===== config.mk =====
export PLATFORM = sky130hd
export DESIGN_NAME = reg_file_sb
export DESIGN_NICKNAME = d
export VERILOG_FILES = /design/src/rtl/reg_file_sb.sv
export SDC_FILE = /design/constraint.sdc
export NUM_CORES = 2
export LEC_CHECK = 0
export BUFFER_PORTS_ARGS = -buffer_cell sky130_fd_sc_hd__clkbuf_2
export CAP_MARGIN = 20
export CELL_PAD_IN_SITES_DETAIL_PLACEMENT = 1
export CELL_PAD_IN_SITES_GLOBAL_PLACEMENT = 1
export CORE_MARGIN = 5
export CORE_UTILIZATION = 35
export DETAILED_ROUTE_END_ITERATION = 6
export PLACE_DENSITY_LB_ADDON = 0.1
export RECOVER_POWER = 50
export SLEW_MARGIN = 20
export SYNTH_ARGS = -nofsm -noshare
export SYNTH_HDL_FRONTEND = slang
export SYNTH_SLANG_ARGS = --single-unit

===== constraint.sdc =====
create_clock -name clk -period 8.1 [get_ports clk]
set_clock_uncertainty 0.05 [all_clocks]
set_input_delay 0.405 -clock clk [delete_from_list [all_inputs] [get_ports clk]]
set_output_delay 0.405 -clock clk [all_outputs]
set_load 0.005 [all_outputs]

===== src/rtl/reg_file_sb.sv =====
// reg_file_sb: two-read / one-write register file with an issue scoreboard.
// Register 0 reads as zero and is never busy. The optional write-to-read
// bypass forwards writeback data and busy status within the same cycle.
// pend_cnt holds the number of busy registers after each clock edge.
module reg_file_sb #(
  parameter int XLEN   = 32,
  parameter int NREGS  = 32,
  parameter int BYPASS = 1,
  localparam int AW    = $clog2(NREGS)
) (
  input  logic            clk,
  input  logic            rst,
  input  logic [AW-1:0]   rs1,
  input  logic [AW-1:0]   rs2,
  output logic [XLEN-1:0] ruRs1,
  output logic [XLEN-1:0] ruRs2,
  output logic            busy1,
  output logic            busy2,
  input  logic            ruWr,
  input  logic [AW-1:0]   rd,
  input  logic [XLEN-1:0] dataWR_Ru,
  input  logic            iss,
  input  logic [AW-1:0]   iss_rd,
  input  logic            flush,
  output logic [AW:0]     pend_cnt
);

  logic [XLEN-1:0]  r_regs [NREGS];
  logic [NREGS-1:0] r_sb;
  logic [AW:0]      r_pend_cnt;

  logic [NREGS-1:0] w_sb_next;
  logic             w_wr_en;
  logic             w_iss_en;
  logic             w_iss_same;
  logic             w_fwd1;
  logic             w_fwd2;

  // Number of set bits in a scoreboard vector.
  function automatic logic [AW:0] popcount(input logic [NREGS-1:0] v);
    logic [AW:0] cnt;
    cnt = '0;
    for (int i = 0; i < NREGS; i++) begin
      cnt = cnt + (AW+1)'(v[i]);
    end
    return cnt;
  endfunction

  assign w_wr_en    = ruWr && (rd != '0);
  assign w_iss_en   = iss && (iss_rd != '0);
  assign w_iss_same = w_iss_en && (iss_rd == rd);
  assign w_fwd1     = (BYPASS != 0) && w_wr_en && (rd == rs1);
  assign w_fwd2     = (BYPASS != 0) && w_wr_en && (rd == rs2);

  // Next scoreboard: flush clears first, writeback clears, issue sets last so it wins.
  always_comb begin
    w_sb_next = flush ? '0 : r_sb;
    if (w_wr_en) begin
      w_sb_next[rd] = 1'b0;
    end
    if (w_iss_en) begin
      w_sb_next[iss_rd] = 1'b1;
    end
    w_sb_next[0] = 1'b0;
  end

  // Register array storage; reset clears every entry, writes to register 0 are dropped.
  always_ff @(posedge clk) begin
    if (rst) begin
      for (int i = 0; i < NREGS; i++) begin
        r_regs[i] <= '0;
      end
    end else if (w_wr_en) begin
      r_regs[rd] <= dataWR_Ru;
    end
  end

  // Scoreboard bits and registered popcount; reset overrides issue, writeback and flush.
  always_ff @(posedge clk) begin
    if (rst) begin
      r_sb       <= '0;
      r_pend_cnt <= '0;
    end else begin
      r_sb       <= w_sb_next;
      r_pend_cnt <= popcount(w_sb_next);
    end
  end

  // Read port 1 with optional same-cycle forwarding of writeback data and busy state.
  always_comb begin
    ruRs1 = '0;
    busy1 = 1'b0;
    if (rs1 != '0) begin
      if (w_fwd1) begin
        ruRs1 = dataWR_Ru;
        busy1 = w_iss_same;
      end else begin
        ruRs1 = r_regs[rs1];
        busy1 = r_sb[rs1];
      end
    end
  end

  // Read port 2, identical to port 1.
  always_comb begin
    ruRs2 = '0;
    busy2 = 1'b0;
    if (rs2 != '0) begin
      if (w_fwd2) begin
        ruRs2 = dataWR_Ru;
        busy2 = w_iss_same;
      end else begin
        ruRs2 = r_regs[rs2];
        busy2 = r_sb[rs2];
      end
    end
  end

  assign pend_cnt = r_pend_cnt;

endmodule


### Word-level counts from Yosys, hierarchy flattened

Memory sizes are Yosys's and may differ from the RTL's.
Index checks and enable logic that the tools add are counted.

* add/subtract/negate cells: 30
* eq/ne operators: 3
* mux-type cells: 27
* magnitude comparators: 6
* reductions and logical operators: 12
* bitwise operators: 3

Operator list (number)
* 2-to-1 mux 32 bit: 8
* adder 6 x 1 -> 6 bit: 25
* bitwise AND 32 bit: 1
* NOT 32 bit: 1
* OR 32 bit: 1
* OR reduction 32 bit: 1
* < comparator 5 x 6 -> 1 bit, second input constant: 4
* nonzero test 5 bit: 4
* == test 5 bit: 3
* 2-to-1 mux 1 bit: 14
* binary-select mux 1 bit (select 5 bit): 2
* demux 1 bit (select 5 bit): 2
* greater-or-equal comparator 5 x 1 -> 1 bit, second input constant: 2
* logical AND 1 bit: 7
* adder 5 x 1 -> 6 bit: 1
* adder 4 x 1 -> 5 bit: 1
* 2-to-1 mux 5 bit: 1
* adder 3 x 1 -> 4 bit: 1
* adder 2 x 1 -> 3 bit: 1
* adder 1 x 1 -> 2 bit: 1

* memories: 1
* register bits after elaboration: 38
* bits in writable memories: 1024
* output and inout bits: 72
* input bits: 57
* logic and storage cells: 85

Memory list
* r_regs: depth 32, width 32, rd ports 2, clocked after Yosys merged registers in 0, wr ports 32, line 28 `logic [XLEN-1:0] r_regs [NREGS];`

### Longest topological paths before layout

* word-level depth: 39
* depth in mapped cells: 22

### Worst setup path before layout

No wires, ideal clock.

* path type: input -> register
* start point: input iss_rd[3]
* end point: register r_pend_cnt[4], in the netlist pend_cnt[4]
* stages: 19
* required time: 7.922 ns
* arrival: 5.909 ns
* path slack: 2.014 ns
* path buffers: 1
* path through: clkbuf_1 -> nor3_1 -> nor4b_1 -> a21oi_1 -> fa_1 -> fa_1 -> fa_1 -> inv_1 -> fa_1 -> inv_1 -> fa_1 -> fa_1 -> fa_1 -> inv_1 -> fa_1 -> a21o_1 -> a21oi_1 -> xor2_1 -> nor2_1

* word-level cells in the longest chain between the ends: 36

Ends and longest elaborated chain
* start, declared: line 23 `input logic [AW-1:0] iss_rd,`
* < comparator 5 x 6 -> 1 bit (implied by the code) or greater-or-equal comparator 5 x 1 -> 1 bit (tied branches): line 62 `w_sb_next[iss_rd] = 1'b1;`
* logical AND 1 bit (implied by the code): line 62
* 2-to-1 mux 1 bit (implied by the code): line 62
* demux 1 bit (select 5 bit): line 62
* OR 32 bit (no line)
* 2-to-1 mux 32 bit *: line 61 `if (w_iss_en) begin`
* adder 1 x 1 -> 2 bit: line 44 `cnt = cnt + (AW+1)'(v[i]);`
* adder 2 x 1 -> 3 bit: line 44
* adder 3 x 1 -> 4 bit: line 44
* adder 4 x 1 -> 5 bit: line 44
* adder 5 x 1 -> 6 bit: line 44
* adder 6 x 1 -> 6 bit (24 in a row): line 44
* adder 6 x 1 -> 6 bit *: line 44
* end signal, assigned: line 85 `r_pend_cnt <= popcount(w_sb_next);`
* end, declared: line 30 `logic [AW:0] r_pend_cnt;`

Mark *: on every way between the ends. The rest lies on a longest branch, timed or not.
A chain may end at the register's enable or synchronous reset.

==> results.sh <==
export IMPL_totalNegativeSetupSlack_ns=0
export IMPL_ant_nets=0
export IMPL_cts_num_sinks=1061
export IMPL_dieArea_um2=173500
export IMPL_synthesis_area_um2=57840
export IMPL_failed_checks="max-capacitance violations, max-slew violations"
export IMPL_clk_pin_slew_ns=0.06
export IMPL_rows=149
export IMPL_postLayoutSetupSlackWorst_ns=1.338
export IMPL_switching_share_pct=27.00
export IMPL_routed_wl_mm=242.3
export IMPL_root_buffer="clkbuf_16"
export IMPL_cts_tree="yes"
export IMPL_cts_resized=0
export IMPL_synth_edf_count=1024
export IMPL_grt_pass1_wl_mm=332.2
export IMPL_startpoint_type="input port"
export IMPL_r2r_slack_ns=2.65
export IMPL_cts_hold_buf=0
export IMPL_core_um2=164600
export IMPL_async_flop_share_pct=0
export IMPL_synth_flop_cell="edfxtp_1"
export IMPL_pwr_share_seq_pct=46.6
export IMPL_gp_congestion=0.8639
export IMPL_ir_drop_v=0.0002135
export IMPL_synth_seq_cells=1061
export IMPL_intPower_w=0.01015
export IMPL_pre_cts_slack_ns=1.597
export IMPL_grt_max_degree=102
export IMPL_critPathRequiredTime_ns=8.41
export IMPL_clk_latency_ns=0.76
export IMPL_first_iter_violations=4694
export IMPL_yosys_area_top_type="edfxtp_1"
export IMPL_instances_no_fill=6329
export IMPL_synth_top_cell_area_share_pct=53.17
export IMPL_placed_cells=6075
export IMPL_die_x_um=416.5
export IMPL_power_frac_comb_pct=13.1
export IMPL_period_share_pct=83.48
export IMPL_dp_hpwl_mm=137.6
export IMPL_p_sw_w=0.003756
export IMPL_maxCapViolCount=33
export IMPL_cellLeakagePower_nw=22.53
export IMPL_pwr_density_cell_nw_per_um2=215.1
export IMPL_wl_per_cell_um=38.28
export IMPL_track_usage_pct=27.53
export IMPL_status="finished, violations left"
export IMPL_yosysUniqueCellTypes=59
export IMPL_io_buffers=128
export IMPL_relSlewSlack_pct=-174.4
export IMPL_yosysSeqAreaShare_pct=54.45
export IMPL_synth_cells=4037
export IMPL_critical_path_class="input port to register"
export IMPL_ys_warn_count=0
export IMPL_start_util_pct=35.13
export IMPL_hold_path_class="input port to register"
export IMPL_p_clk_share_pct=40.3
export IMPL_vias=38180
export IMPL_finalMaxSlewViolations=1134
export IMPL_crit_path_max_fanout=58
export IMPL_whs_path_depth=4
export IMPL_cp_arrival_ns=7.07
export IMPL_die_height_um=416.5
export IMPL_min_delay_start="ruWr"
export IMPL_layout_drive_gt1_share_pct=22.60
export IMPL_crit_path_end_kind="register"
export IMPL_cts_buffer_depth=3
export IMPL_finalSetupViolations=0
export IMPL_htree_levels=4
export IMPL_areaGrowthSynthToFinish_pct=11.83
export IMPL_final_nets=4106
export IMPL_vias_per_cell=6.032
export IMPL_synth_area_top_cells="edfxtp_1 (53%), mux4_2 (17%), and2_1 (11%)"
export IMPL_reg2reg_depth=17
export IMPL_post_cts_setup_buffer_count=0
export IMPL_grt_pass1_vias=39120
export IMPL_final_min_clock_period_ns=6.762
export IMPL_holdPathEnd="r_sb[4]"
export IMPL_antenna_found_initial=37
export IMPL_overflow=0
export IMPL_reg2reg_to="pend_cnt[4]"
export IMPL_rsz0062_at_grt="false"
export IMPL_cts_made_buffers=131
export IMPL_rr_startpoint="r_sb[6]"
export IMPL_drc_errors=0
export IMPL_fmax_ghz=0.1479
export IMPL_syn_area_per_cell_um2=14.33
export IMPL_finalHoldViolations=0
export IMPL_ios=129
export IMPL_worst_slew_pin_slew_ns=4.116
export IMPL_firstDrtPassIters=5
power groups by stage:
stage | registers, W | clock network [W] | logic, W
2_1_floorplan | 0.00652 | 0 | 0.00103
3_3_place_gp | 0.00657 | 0 | 0.00181
3_5_place_dp | 0.00658 | 0 | 0.00181
4_1_cts | 0.00647 | 0.00571 | 0.00181
5_1_grt | 0.00652 | 0.00594 | 0.00188
6_report | 0.00648 | 0.00561 | 0.00182
per-stage QoR:
stage	utilization, %	total power [W]	hold slack (ns)	area (µm²)
2_1_floorplan	-	0.007547	0.5009	57950
3_3_place_gp	36.93	0.008373	0.5731	60790
3_5_place_dp	36.93	0.008389	0.5879	60790
4_1_cts	39.33	0.01399	0.03734	64750
5_1_grt	39.27	0.01433	0.2271	64650
6_report	39.29	0.01391	0.1948	64680
placed cells by master (no fill, tap or decap), types with 53 or more instances in the layout:
cell,instances
buf_4,77
a211oi_1,53
clkbuf_2,129
clkbuf_16,134
and2_1,933
o22ai_1,100
nor2_1,89
mux4_2,443
mux2i_1,256
clkbuf_1,54
and2_0,59
a21oi_1,62
edfxtp_1,1024
state kept, by name, indices dropped and copies added, names as in the netlist:
| register | cells |
|---|---|
| r_regs | 1024 |
| pend_cnt | 6 |
| r_sb | 31 |
synthesized netlist by cell type (all sizes together) (26+ instances only):
cell	n
a22o	48
nor2	120
nor3b	30
o21ai	36
buf	138
dfxtp	37
a211oi	57
a21oi	62
mux2i	256
edfxtp	1024
mux4	443
inv	30
nand2	49
a22oi	26
clkbuf	287
and2	993
or2	27
nor3	50
o22ai	100
cell type report:
cell class	count	area [µm²]
Sequential cell	1061	31490
Timing Repair Buffer	243	1538
Multi-Input combinational cell	2551	24790
Tap cell	2189	2739
Inverter	31	116.4
Antenna cell	20	50.05
Clock inverter	69	488.0
Clock buffer	165	3470
Fill cell	16570	99940
critical path: stages:
cell      delay, ns
clkbuf_1       1.70
clkbuf_1       2.99
nand2b_2       0.54
clkbuf_2       1.28
layer usage:
metal | wire length [µm] | GRT usage (%) | vias to the layer above
met2 | 113700 | 43.97 | 1669
met3 | 17470 | 4.712 | 378
met4 | 9586 | 10.88 | 4
li1 | - | - | 15390
met5 | 27 | 0 | -
met1 | 101500 | 37.54 | 20730
kinds of logic (layout without fill, tap and decap cells):
logic type	count (synthesis)	after routing	share of synthesized area, %
and+or+nand+nor	1336	1336	13.76
DFF	1061	1061	54.45
muxes	704	704	21.78
buffers and inverters	456	508	3.453
AOI/OAI and AO/OA	432	432	5.352
adders and majority gates	30	30	0.9476
xor gates and xnor gates	17	17	0.2574
other	1	52	0.006484
how the worst max path moves through the flow:
| stage | start | endpoint | depth (start not counted) |
|---|---|---|---|
| 3_5_place_dp | rd[2] | pend_cnt[4] | 21 |
| 2_1_floorplan | iss_rd[3] | pend_cnt[4] | 19 |
| 3_3_place_gp | rd[2] | pend_cnt[4] | 21 |
| 5_1_grt | rst | r_regs[18][4] | 4 |
| 6_report | rst | r_regs[28][20] | 4 |
| 4_1_cts | rd[2] | pend_cnt[4] | 21 |
Power figures use the tool's default switching activity.
